### config.mk
export PLATFORM = sky130hd
export DESIGN_NAME = dda_host_ctrl
export DESIGN_NICKNAME = d
export VERILOG_FILES = /design/src/rtl/dda_ctrl_pkg.sv /design/src/rtl/dda_ctrl_txseq.sv /design/src/rtl/dda_host_ctrl.sv
export SDC_FILE = /design/constraint.sdc
export NUM_CORES = 1
export LEC_CHECK = 0
export CORE_ASPECT_RATIO = 0.9
export CORE_UTILIZATION = 30
export DETAILED_ROUTE_END_ITERATION = 10
export GPL_ROUTABILITY_DRIVEN = 0
export PLACE_DENSITY = 0.54
export SLEW_MARGIN = 20
export SYNTH_ARGS = -nofsm -noshare
export SYNTH_HDL_FRONTEND = slang
export SYNTH_SLANG_ARGS = --single-unit
### constraint.sdc
create_clock -name clk -period 2.44 [get_ports clk]
set_input_delay 0.732 -clock clk [delete_from_list [all_inputs] [get_ports clk]]
set_output_delay 0.732 -clock clk [all_outputs]
set_load 0.05 [all_outputs]
### src/rtl/dda_ctrl_pkg.sv
// Shared constants for the DDA host-command controller: opcodes, reply codes,
// receive FSM states and error-flag bit positions.
package dda_ctrl_pkg;

  localparam logic [7:0] OP_W = 8'h57;
  localparam logic [7:0] OP_R = 8'h52;
  localparam logic [7:0] OP_G = 8'h47;
  localparam logic [7:0] OP_H = 8'h48;
  localparam logic [7:0] OP_S = 8'h53;

  localparam logic [7:0] ACK = 8'h06;
  localparam logic [7:0] NAK = 8'h15;

  typedef enum logic [1:0] {
    ST_IDLE    = 2'd0,
    ST_RX_PAY  = 2'd1,
    ST_RX_CSUM = 2'd2,
    ST_TX      = 2'd3
  } state_e;

  localparam int ERR_CSUM = 0;
  localparam int ERR_TMO  = 1;
  localparam int ERR_OP   = 2;

endpackage

### src/rtl/dda_ctrl_txseq.sv
// Reply sequencer: holds up to OUT_BYTES bytes plus an optional trailing XOR byte and
// paces them out with a tx_start pulse, two guard cycles, then a wait for tx_busy low.
module dda_ctrl_txseq
  import dda_ctrl_pkg::*;
#(
  parameter int OUT_BYTES = 4
) (
  input  logic                   clk,
  input  logic                   rst_n,
  input  logic                   load_i,
  input  logic                   load_rd_i,
  input  logic [7:0]             load_byte_i,
  input  logic [8*OUT_BYTES-1:0] state_i,
  input  logic                   tx_busy_i,
  output logic                   tx_start_o,
  output logic [7:0]             tx_byte_o,
  output logic                   done_o
);

  localparam int IW = $clog2(OUT_BYTES + 2);

  logic [8*OUT_BYTES-1:0] q_q;
  logic [IW-1:0]          idx_q;
  logic [IW-1:0]          cnt_q;
  logic [7:0]             xor_q;
  logic [1:0]             guard_q;
  logic                   active_q;
  logic                   rd_q;
  logic                   tx_start_q;
  logic [7:0]             tx_byte_q;
  logic [7:0]             next_byte;
  logic                   line_free;

  // A readback reply ends with the XOR of the data bytes already sent.
  always_comb begin
    next_byte = q_q[8*OUT_BYTES-1 -: 8];
    if (rd_q && idx_q == IW'(OUT_BYTES)) next_byte = xor_q;
  end

  assign line_free = active_q && !tx_start_q && guard_q == 2'd0 && !tx_busy_i;
  assign done_o    = line_free && idx_q == cnt_q;

  always_ff @(posedge clk or negedge rst_n) begin
    if (!rst_n) begin
      q_q        <= '0;
      idx_q      <= '0;
      cnt_q      <= '0;
      xor_q      <= '0;
      guard_q    <= '0;
      active_q   <= 1'b0;
      rd_q       <= 1'b0;
      tx_start_q <= 1'b0;
      tx_byte_q  <= '0;
    end else if (load_i) begin
      q_q        <= load_rd_i ? state_i
                              : (8*OUT_BYTES)'(load_byte_i) << (8*(OUT_BYTES-1));
      rd_q       <= load_rd_i;
      cnt_q      <= load_rd_i ? IW'(OUT_BYTES + 1) : IW'(1);
      idx_q      <= '0;
      xor_q      <= '0;
      guard_q    <= '0;
      active_q   <= 1'b1;
      tx_start_q <= 1'b0;
    end else if (active_q) begin
      if (tx_start_q) begin
        tx_start_q <= 1'b0;
        guard_q    <= 2'd2;
      end else if (guard_q != 2'd0) begin
        guard_q <= guard_q - 2'd1;
      end else if (!tx_busy_i) begin
        if (idx_q == cnt_q) begin
          active_q <= 1'b0;
        end else begin
          tx_start_q <= 1'b1;
          tx_byte_q  <= next_byte;
          xor_q      <= xor_q ^ next_byte;
          q_q        <= q_q << 8;
          idx_q      <= idx_q + 1'b1;
        end
      end
    end
  end

  assign tx_start_o = tx_start_q;
  assign tx_byte_o  = tx_byte_q;

endmodule

### src/rtl/dda_host_ctrl.sv
// Opcode-framed host controller between the byte UART and the DDA solver: checksummed
// config writes, state readback, run/halt/step, and an inter-byte receive timeout.
module dda_host_ctrl
  import dda_ctrl_pkg::*;
#(
  parameter int CFG_BYTES   = 10,
  parameter int OUT_BYTES   = 4,
  parameter int TIMEOUT_CYC = 52080
) (
  input  logic                   clk,
  input  logic                   rst_n,
  input  logic                   rx_valid,
  input  logic [7:0]             rx_byte,
  input  logic                   tx_busy,
  output logic                   tx_start,
  output logic [7:0]             tx_byte,
  output logic [8*CFG_BYTES-1:0] cfg,
  output logic                   cfg_update,
  input  logic [8*OUT_BYTES-1:0] state_in,
  output logic                   core_en,
  output logic                   busy,
  output logic [2:0]             err_pulse
);

  localparam int PW = $clog2(CFG_BYTES + 1);
  localparam int TW = $clog2(TIMEOUT_CYC + 1);

  state_e                 state_q;
  logic [8*CFG_BYTES-1:0] shadow_q;
  logic [8*CFG_BYTES-1:0] cfg_q;
  logic [PW-1:0]          pay_cnt_q;
  logic [7:0]             csum_q;
  logic [TW-1:0]          tmo_q;
  logic                   cfg_update_q;
  logic                   core_en_q;
  logic                   step_q;
  logic [2:0]             err_q;

  logic                   tmo_hit;
  logic                   seq_load;
  logic                   seq_rd;
  logic [7:0]             seq_byte;
  logic                   seq_done;

  // Decide, on the edge that ends a frame, which reply gets queued.
  always_comb begin
    seq_load = 1'b0;
    seq_rd   = 1'b0;
    seq_byte = NAK;
    tmo_hit  = (state_q == ST_RX_PAY || state_q == ST_RX_CSUM) && !rx_valid &&
               tmo_q == TW'(TIMEOUT_CYC - 1);
    case (state_q)
      ST_IDLE: begin
        if (rx_valid) begin
          case (rx_byte)
            OP_W:             seq_load = 1'b0;
            OP_R:             begin seq_load = 1'b1; seq_rd = 1'b1; end
            OP_G, OP_H, OP_S: begin seq_load = 1'b1; seq_byte = ACK; end
            default:          seq_load = 1'b1;
          endcase
        end
      end
      ST_RX_PAY:  seq_load = tmo_hit;
      ST_RX_CSUM: begin
        if (rx_valid) begin
          seq_load = 1'b1;
          seq_byte = (rx_byte == csum_q) ? ACK : NAK;
        end else begin
          seq_load = tmo_hit;
        end
      end
      default: seq_load = 1'b0;
    endcase
  end

  always_ff @(posedge clk or negedge rst_n) begin
    if (!rst_n) begin
      state_q      <= ST_IDLE;
      shadow_q     <= '0;
      cfg_q        <= '0;
      pay_cnt_q    <= '0;
      csum_q       <= '0;
      tmo_q        <= '0;
      cfg_update_q <= 1'b0;
      core_en_q    <= 1'b0;
      step_q       <= 1'b0;
      err_q        <= '0;
    end else begin
      cfg_update_q <= 1'b0;
      err_q        <= '0;
      if (step_q) begin
        core_en_q <= 1'b0;
        step_q    <= 1'b0;
      end
      case (state_q)
        ST_IDLE: begin
          if (rx_valid) begin
            state_q <= ST_TX;
            case (rx_byte)
              OP_W: begin
                state_q   <= ST_RX_PAY;
                pay_cnt_q <= '0;
                csum_q    <= '0;
                tmo_q     <= '0;
              end
              OP_R: step_q <= 1'b0;
              OP_G: core_en_q <= 1'b1;
              OP_H: core_en_q <= 1'b0;
              OP_S: begin
                if (!core_en_q) begin
                  core_en_q <= 1'b1;
                  step_q    <= 1'b1;
                end
              end
              default: err_q[ERR_OP] <= 1'b1;
            endcase
          end
        end
        ST_RX_PAY: begin
          if (rx_valid) begin
            // Shift in from the bottom so byte 0 ends up in the MSBs.
            shadow_q <= (8*CFG_BYTES)'({shadow_q, rx_byte});
            csum_q   <= csum_q ^ rx_byte;
            tmo_q    <= '0;
            if (pay_cnt_q == PW'(CFG_BYTES - 1)) state_q <= ST_RX_CSUM;
            else                                 pay_cnt_q <= pay_cnt_q + 1'b1;
          end else if (tmo_hit) begin
            err_q[ERR_TMO] <= 1'b1;
            state_q        <= ST_TX;
          end else begin
            tmo_q <= tmo_q + 1'b1;
          end
        end
        ST_RX_CSUM: begin
          if (rx_valid) begin
            state_q <= ST_TX;
            if (rx_byte == csum_q) begin
              cfg_q        <= shadow_q;
              cfg_update_q <= 1'b1;
              core_en_q    <= 1'b0;
            end else begin
              err_q[ERR_CSUM] <= 1'b1;
            end
          end else if (tmo_hit) begin
            err_q[ERR_TMO] <= 1'b1;
            state_q        <= ST_TX;
          end else begin
            tmo_q <= tmo_q + 1'b1;
          end
        end
        ST_TX: begin
          if (seq_done) state_q <= ST_IDLE;
        end
        default: state_q <= ST_IDLE;
      endcase
    end
  end

  dda_ctrl_txseq #(
    .OUT_BYTES(OUT_BYTES)
  ) u_txseq (
    .clk        (clk),
    .rst_n      (rst_n),
    .load_i     (seq_load),
    .load_rd_i  (seq_rd),
    .load_byte_i(seq_byte),
    .state_i    (state_in),
    .tx_busy_i  (tx_busy),
    .tx_start_o (tx_start),
    .tx_byte_o  (tx_byte),
    .done_o     (seq_done)
  );

  assign cfg        = cfg_q;
  assign cfg_update = cfg_update_q;
  assign core_en    = core_en_q;
  assign busy       = (state_q != ST_IDLE);
  assign err_pulse  = err_q;

endmodule

# Word level (Yosys, flattened, before mapping)
# Index checks and enable logic that the tools add are counted.
[totals]
latch_bits = 0
reg_bits = 255
mem_count = 0
out_inout_bits = 95
inputBits = 44
romBits = 0
ramBits = 0
word_cells = 179
[classes]
bitwise_logic = 7
n_mux = 94
addsub = 4
n_eq_ne = 24
n_reduce_logical = 31
div = 0
shifts = 0
n_mul = 0
order_cmp = 0
[op_table]
columns = ["op", "count"]
rows = [
  ["32-bit two-way mux", 7],
  ["16-bit two-way mux", 5],
  ["8-bit two-way mux", 10],
  ["16-bit one-hot mux with 3 select lines", 1],
  ["8-bit by 7-bit == test with 1-bit output (second input constant)", 5],
  ["1-bit two-way mux", 38],
  ["2-bit two-way mux", 11],
  ["3-bit two-way mux", 7],
  ["5-bit two-way mux", 4],
  ["16-bit by 1-bit adder with 16-bit output (second input constant)", 1],
  ["16-bit == test (second input constant)", 1],
  ["4-bit two-way mux", 4],
  ["2-bit inequality test (second input constant)", 8],
  ["8-bit one-hot mux with 2 select lines", 1],
  ["8-bit bitwise XOR", 2],
  ["5-bit one-hot mux with 2 select lines", 1],
  ["5-bit AND reduction", 2],
  ["8-bit == test", 1],
  ["2-bit one-hot mux with 4 select lines", 1],
  ["4-bit one-hot mux with 2 select lines", 1],
  ["4-bit AND reduction", 2],
  ["2-bit nonzero test", 4],
  ["1-bit logical AND", 7],
  ["1-bit one-hot mux with 3 select lines", 2],
  ["22 further kinds", 34],
]

# Longest topological paths before layout
# Gate-level depths: netlist of run 1.
[depth]
word_depth = 10
depth_mapped = 10
ltp_nobuf = 8

# Modules after synthesis
# Synthesis of run 1 repeated with hierarchy kept, for this count alone.
[unflattened]
cells_unflattened = 947
hier_area_um2 = 11536.1
[modules_own_cells]
columns = ["module", "n_inst", "area_per_inst_um2", "cells_per_inst"]
rows = [
  ["dda_host_ctrl", 1, 8189.1, 603],
  ["dda_ctrl_txseq", 1, 3347.0, 344],
]

# Worst setup path after synthesis of run 1
# OpenSTA, ideal clock, no wires.
[synth_path]
path_kind = "register to register"
startpoint = "reg state_q[0]"
endpoint = "reg pay_cnt_q[0]"
setup_time_ps = 69
path_stages_with_launch = 9
t_required_ps = 2371
path_slack_ps = -86
t_arrival_ps = 2457
n_path_buf = 1
cell_sequence = "dfrtp_1 > inv_1 > ha_1 > clkbuf_1 > inv_1 > nor4_1 > o21ai_1 > or4b_1 > nand3_1"
[synth_via]
elab_chain_cells = 3
word_cells_on_any_way = 9
classes_between = "5 x eq/ne; 1 x mux; 3 x reduce/logical"
[synth_rtl]
columns = ["element", "line", "rtl"]
rows = [
  ["start, declared", "dda_host_ctrl.sv:28", "state_e state_q;"],
  ["start signal, assigned", "dda_host_ctrl.sv:78", "state_q <= ST_IDLE;"],
  ["start signal, assigned", "dda_host_ctrl.sv:98", "state_q <= ST_TX;"],
  ["start signal, assigned", "dda_host_ctrl.sv:101", "state_q <= ST_RX_PAY;"],
  ["2-bit by 1-bit == test with 1-bit output / 2-bit zero test (equally long branches)", "dda_host_ctrl.sv:95", "case (state_q)"],
  ["2-bit inequality test (no line) (tied with other cells)", "-", ""],
  ["5-bit AND reduction (no line)", "-", ""],
  ["end signal, assigned", "dda_host_ctrl.sv:126", "else pay_cnt_q <= pay_cnt_q + 1'b1;"],
  ["end, declared", "dda_host_ctrl.sv:31", "logic [PW-1:0] pay_cnt_q;"],
]
# Parallel ways exist; a longest one is shown, timed or not.
# A chain may end at the register's enable or synchronous reset.

# Final worst setup path of run 1
[layout_path]
startpoint = "in rx_valid"
endpoint = "reg tmo_q[12]"
[layout_via]
elab_chain_cells = 6
word_cells_on_any_way = 10
classes_between = "2 x eq/ne; 4 x mux; 4 x reduce/logical"
[layout_rtl]
columns = ["element", "line", "rtl"]
rows = [
  ["start, declared", "dda_host_ctrl.sv:12", "input logic rx_valid,"],
  ["1-bit zero test", "dda_host_ctrl.sv:50", "tmo_hit = (state_q == ST_RX_PAY || state_q == ST_RX_CSUM) && !rx_valid &&"],
  ["1-bit logical AND (2 in series)", "dda_host_ctrl.sv:50", ""],
  ["16-bit two-way mux", "-", ""],
  ["16-bit two-way mux, on equally long branches", "-", ""],
  ["16-bit one-hot mux with 3 select lines", "dda_host_ctrl.sv:95", ""],
  ["end signal, assigned", "dda_host_ctrl.sv:131", "tmo_q <= tmo_q + 1'b1;"],
  ["end signal, assigned", "dda_host_ctrl.sv:148", "tmo_q <= tmo_q + 1'b1;"],
  ["end, declared", "dda_host_ctrl.sv:33", "logic [TW-1:0] tmo_q;"],
]
# Parallel ways exist; a longest one is shown, timed or not. The select of a mux whose other input is x is not followed.

==> impl_metrics.tcl, run 1 <==
set metrics [dict create \
    syn_area_per_cell_sq_um 12.87 \
    required_ps 2870 \
    placed_area_sq_um 13680 \
    tightest_slew_ps 558.3 \
    critPathMaxFanout 6 \
    cp_slowest_cell "clkdlybuf4s50_1" \
    cpMostUsedCell "buf_4" \
    cts_tree "yes" \
    crit_chain "clkdlybuf4s50_1, inv_1, o41ai_4, nand2_4, buf_4, buf_4, o31a_1, o21a_1" \
    rrSetupSlack_ps 200 \
    place_hpwl_mm 18.11 \
    place_inst 1505 \
    clkSinkCount 253 \
    crit_buf_inv 4 \
    cp.depth 8 \
    relSlewSlack 0.6293 \
    antenna_cells 0 \
    stdcell_count 1564 \
    syn2layout_area_growth_pct 32.55 \
    synth_edf_count 0 \
    die_y_um 184.5 \
    seqPwrFrac 0.399 \
    rows 66 \
    routedWlPerCell_um 16.62 \
    final_area_sq_um 14710 \
    ys_seq_elements 253 \
    period_minus_slack_ps 2382 \
    grt_pass1_vias 7547 \
    vias 7487 \
    yosysSeqAreaShare 0.5705 \
    n_fill_cell 3447 \
    yosysUniqueCellTypes 64 \
    cts_root_buffer "clkbuf_16" \
    grt_usage 0.1375 \
    internal_power_mw 10.53 \
    final_cell_mix "252 x dfrtp_1, 176 x mux2_2, 79 x dlygate4sd2_1" \
    drive_above_1_share 0.3180 \
    port_buffers 138 \
    cts_max_level 1 \
    clk_pin_slew_ps 60 \
    maxCapViolCount 0 \
    syn-num-nets 918 \
    crit_path_start_kind "input port" \
    antenna_left 0 \
    cp-end-kind "register" \
    pin_count 139 \
    worstSetupPathType "input port to register" \
    power.switching_mw 5.196 \
    drc 0 \
    post-route-period-util 0.9760 \
    reg2reg_from "tmo_q[4]$_DFFE_PN0P_" \
    p_leak_nw 7.208 \
    setup_viol 0 \
    cts_buffers 28 \
    r2r-end "u_txseq.tx_byte_o[1]$_DFFE_PN0P_" \
    drv_slew 0 \
    yosysWarnings 0 \
    crit_start "rx_valid" \
    dieArea_sq_um 37760 \
    initial_core_util 0.3061 \
    synth_area_sq_um 11100 \
    insertion_delay_ps 540 \
    fin_skew_ps 8.706 \
    critPathCapture "tmo_q[12]$_DFFE_PN0P_" \
    hold_path.class "input port to asynchronous set/reset pin" \
    hold_viol_final 0 \
    drt-total-wl_mm 25.99 \
    status "completed" \
    combPwrFrac 0.325 \
    core_sq_um 36250 \
    via_per_inst 4.787 \
    antenna_found_initial 1 \
    r2r_cells 5 \
    drtIter0Drc 358 \
    synth_ff_type "dfrtp_1" \
    p_clk_frac 0.276 \
    num-nets-final 1123 \
    syn_inst 862 \
    async_flop_share 1.000 \
    postCtsHoldBufs 0 \
    gr-total-overflow 0 \
    grt_pass1_wl_mm 41.63 \
    seq_area_sq_um 6332 \
    fmax_ghz 0.4199 \
    cp_data_arrival_time_ps 2810 \
    powerDensity_nw_per_um2 1069 \
    slowest_delay_ps 620 \
    critPathTopFamily "buffers and inverters" \
    final_common_cell "dfrtp_1" \
    clockBufferDepth 3 \
    first_pass_iters 4 \
    multi_input_area_sq_um 4548 \
    p_sw_frac 0.3305 \
    fp.dieW_um 204.7 \
    grt_max_degree 60 \
    ir_drop_mv 0.4506 \
]
==> power by group through the flow <==
| stage | Combinational (mW) | Clock, mW | Sequential [mW] |
|---|---|---|---|
| after floorplan | 2.99 | 0 | 6.46 |
| after global placement | 4.83 | 0 | 6.34 |
| after detailed placement | 4.94 | 0 | 6.37 |
| after CTS | 4.93 | 4.49 | 6.29 |
| after global routing | 5.57 | 4.65 | 6.44 |
| final | 5.10 | 4.35 | 6.27 |
==> metrics by stage <==
step	hold WS [ps]	TNS [ps]	power, mW	setup WS, ps	utilization
final	93.09	0	15.72	58.48	0.4057
after CTS	94.31	0	15.71	0.08293	0.4014
after global routing	112.2	-0.1030	16.67	-0.1030	0.4057
after detailed placement	490.8	-80940	11.31	-568.4	0.3772
after global placement	481.2	-79170	11.18	-559.9	0.3772
after floorplan	436.4	-8.402	9.454	-8.402	-
==> flip-flops by register name, summed over array words and instances, names as in the netlist <==
signal,count
u_txseq.cnt_q,2
u_txseq.q_q,32
cfg,80
u_txseq.tx_byte_o,8
tmo_q,16
core_en,1
u_txseq.idx_q,3
shadow_q,80
u_txseq.active_q,1
u_txseq.tx_start_o,1
pay_cnt_q,4
state_q,2
u_txseq.xor_q,8
cfg_update,1
u_txseq.guard_q,2
err_pulse,3
csum_q,8
step_q,1
==> synth_stat cells, types with 6 or more instances <==
cell type  number  area (sq um)
a21oi_1        16         80.08
a22o_1          6         52.55
a2bb2oi_1      20         175.2
a32o_1          9         90.09
buf_2          15         75.07
clkbuf_1       33         123.9
dfrtp_1       253          6331
ha_1           12         150.1
inv_1          18         67.56
mux2_2        176          1982
mux2i_1        12         120.1
nand2_1        48         180.2
nand2b_1       22         137.6
nand3_1        19         95.09
nand3b_1       10         75.07
nand4_1         7         43.79
nor2_1         27         101.4
nor3_1          8         40.04
nor4_1          8         50.05
o211ai_1       22         165.2
o21ai_0        19         95.09
o31ai_1         7         52.55
xnor2_1        10         87.58
==> worst min-delay path by stage <==
stage                                      start                            to  slack (ps)  cells after the start
floorplan                                  rst_n            cfg[0]$_DFFE_PN0P_         440                      0
global placement        shadow_q[79]$_DFFE_PN0P_           cfg[79]$_DFFE_PN0P_         480                      1
detailed placement  u_txseq.cnt_q[0]$_DFFE_PN0P_  u_txseq.cnt_q[0]$_DFFE_PN0P_         490                      1
CTS                                        rst_n   u_txseq.q_q[13]$_DFFE_PN0P_          90                      1
global route                               rst_n   u_txseq.q_q[13]$_DFFE_PN0P_         110                      1
finish                                     rst_n   u_txseq.q_q[13]$_DFFE_PN0P_          90                      1
==> per-layer routing <==
layer / global-route usage / up-vias / routed length, um
met5: 0 / - / 16
met4: 0.03552 / 2 / 578
met3: 0.02351 / 40 / 1040
met2: 0.2138 / 119 / 11800
met1: 0.1968 / 3759 / 12560
li1: - / 3567 / -
==> cell type report <==
type / instances / area share
Clock buffer: 39 / 0.05597
Clock inverter: 12 / 0.009527
Inverter: 18 / 0.004593
Tap cell: 476 / 0.04049
Multi-Input combinational cell: 538 / 0.3092
Timing Repair Buffer: 228 / 0.1497
Sequential cell: 253 / 0.4305
==> cell families after synthesis <==
logic type	after synthesis	share of synthesized area
flip-flops	253	0.5705
AND/OR/NAND/NOR	195	0.1009
multiplexers	188	0.1894
AO/OA/AOI/OAI	131	0.08908
buffers and inverters	71	0.02706
XOR/XNOR	12	0.009471
adder cells (fa/ha/maj)	12	0.01353
==> worst register-to-register path: cells and delay by family, from the launching register on <==
family	cells	cell delay, ps
and+or+nand+nor	4	1330
DFF	1	440
muxes	1	370
==> repair_timing <==
action,in CTS,in global routing
gates cloned,0,0
setup buffers,0,8
pin swaps,0,7
setup endpoints to repair,80,112
resized for setup,81,26
endpoints found under the hold margin,0,0
Note: power is estimated with default switching activity, not from simulation.
==> run 2: changes to the inputs <==
--- a/config.mk
+++ b/config.mk
@@ -5,6 +5,7 @@
 export SDC_FILE = /design/constraint.sdc
 export NUM_CORES = 1
 export LEC_CHECK = 0
+export ABC_AREA = 1
 export CORE_ASPECT_RATIO = 0.9
 export CORE_UTILIZATION = 30
 export DETAILED_ROUTE_END_ITERATION = 10
==> impl_metrics.tcl, run 2 <==
set metrics [dict create \
    status "completed" \
    synth_ff_type "dfrtp_1" \
    drtIter0Drc 429 \
    stdcell_count 1991 \
    reg2reg_from "state_q[0]$_DFFE_PN0P_" \
    hold_viol_final 0 \
    synth_edf_count 0 \
    clk_pin_slew_ps 60 \
    fmax_ghz 0.4298 \
    gr-total-overflow 0 \
    post-route-period-util 0.9536 \
    dr.max_layer_used "met4" \
    internal_power_mw 9.247 \
    p_clk_frac 0.310 \
    final.setup.worst_slack_ps 113.2 \
    rrSetupSlack_ps 350 \
    utilization 0.4029 \
    seqPwrFrac 0.383 \
    hold_ws_ps 90.94 \
    routedWlPerCell_um 13.27 \
    die_y_um 184.0 \
    drive_above_1_share 0.1168 \
    insertion_delay_ps 560 \
    p_leak_nw 7.264 \
    hold_path.class "input port to asynchronous set/reset pin" \
    clockBufferDepth 3 \
    yosysWarnings 0 \
    ir_drop_mv 0.5396 \
    antenna_cells 0 \
    wl_met2_mm 11.66 \
    placed_area_sq_um 13690 \
    wl_met3_um 993 \
    vias 8716 \
    maxCapViolCount 0 \
    rsz0062_at_grt "false" \
    core_sq_um 36170 \
    combPwrFrac 0.308 \
    synth_common_cells "428 x nand2_1, 253 x dfrtp_1, 189 x o21ai_0, 144 x inv_1, 50 x nor2_1" \
    antenna_found_initial 0 \
    wl_met1_mm 13.22 \
    place_hpwl_mm 19.08 \
    drc 0 \
    p_sw_frac 0.3468 \
    power_mw 14.16 \
    relSlewSlack 0.6489 \
    required_ps 1710 \
    r2r_cells 13 \
    cts_max_level 1 \
    synth_top_area_frac 0.5735 \
    r2r-end "u_txseq.q_q[13]$_DFFE_PN0P_" \
    cts_root_buffer "clkbuf_16" \
    yosysTopAreaCell "dfrtp_1" \
    syn_inst 1285 \
    antenna_left 0 \
    setup_viol 0 \
    initial_core_util 0.3052 \
    dieArea_sq_um 37570 \
    drt-total-wl_mm 26.42 \
    rows 66 \
    powerDensity_nw_per_um2 971.5 \
    crit_path_start_kind "register" \
    worstSetupPathType "register to primary output" \
    grt_usage 0.1439 \
    preCtsSetupSlack_ps -200.1 \
    power.switching_mw 4.910 \
    yosysUniqueCellTypes 41 \
    cp_data_arrival_time_ps 1590 \
    final_common_cell "nand2_1" \
    pin_count 139 \
    cts_buffers 29 \
    clkSinkCount 253 \
    fp.dieW_um 204.2 \
    synth_area_sq_um 11040 \
    tightest_slew_ps 528.7 \
    grt_pass1_vias 8479 \
    grt_max_degree 54 \
    first_pass_iters 4 \
    syn_area_per_cell_sq_um 8.591 \
    ys_seq_elements 253 \
    final_cell_mix "427 x nand2_1, 252 x dfrtp_1, 189 x o21ai_0" \
    grt_pass1_wl_mm 44.11 \
    period_minus_slack_ps 2327 \
    yosysSeqAreaShare 0.5735 \
    cp-end-kind "primary output" \
    fin_skew_ps 22.90 \
    via_per_inst 4.378 \
    drv_slew 0 \
    cts_tree "yes" \
    synthTopCellsByArea "dfrtp_1 57%, nand2_1 15%, o21ai_0 8.6%, inv_1 4.9%, nor2_1 1.7%" \
    place_inst 1938 \
    cts_setup_buffers 0 \
    port_buffers 138 \
    syn2layout_area_growth_pct 32.00 \
    critPathMaxFanout 6 \
    async_flop_share 1.000 \
    syn-num-nets 1341 \
    yosysMostFrequentCell "nand2_1" \
    final_area_sq_um 14570 \
    tns_ps 0 \
    num-nets-final 1549 \
]
[run 2: critical path, stage by stage (launching register included)]
cell and delay (ps):
dfrtp_2 440, inv_1 170, ha_4 190, inv_2 100, buf_12 160
[run 2: repair_timing]
item,CTS,global route
gates resized for setup,95,1
endpoints found under the setup margin,94,1
hold buffers,0,0
[run 2: kinds of logic (layout without fill, tap and decap cells)]
logic type               after synthesis  in the layout  synth area share
AO/OA/AOI/OAI                        251            251            0.1201
buffers and inverters                208            438           0.07866
XOR/XNOR                              14             14           0.01111
AND/OR/NAND/NOR                      547            547            0.2030
flip-flops                           253            253            0.5735
adder cells (fa/ha/maj)               12             12           0.01360
[run 2: area by class of cell]
type	instances	area, sq um
Clock inverter	7	75.07
Timing Repair Buffer	229	2198
Multi-Input combinational cell	824	3872
Fill cell	3696	21600
Inverter	156	588.1
Sequential cell	253	6332
Tap cell	476	595.6
Clock buffer	46	909.6
[run 2: worst max-delay path by stage]
| stage | startpoint | endpoint | slack [ps] | cells past startpoint |
|---|---|---|---|---|
| 6_report | state_q[0]$_DFFE_PN0P_ | busy | 110 | 4 |
| 4_1_cts | state_q[0]$_DFFE_PN0P_ | busy | 40 | 4 |
| 3_5_place_dp | rx_byte[6] | u_txseq.q_q[24]$_DFFE_PN0P_ | -200 | 12 |
| 2_1_floorplan | state_q[0]$_DFFE_PN0P_ | tmo_q[3]$_DFFE_PN0P_ | 470 | 10 |
| 5_1_grt | state_q[0]$_DFFE_PN0P_ | busy | 40 | 4 |
| 3_3_place_gp | rx_byte[0] | cfg[16]$_DFFE_PN0P_ | -170 | 11 |
[run 2: power groups by stage]
stage	clock network (mW)	logic (mW)	registers, mW
detailed placement	0	4.43	5.49
CTS	4.51	4.41	5.42
global placement	0	4.37	5.48
global route	4.68	4.96	5.52
floorplan	0	2.60	5.69
finish	4.38	4.36	5.42
[run 2: metal layers]
metal | track usage | vias to the layer above
met5 | 0 | -
li1 | - | 4501
met1 | 0.2112 | 4073
met4 | 0.03284 | 0
met3 | 0.02162 | 32
met2 | 0.2218 | 110
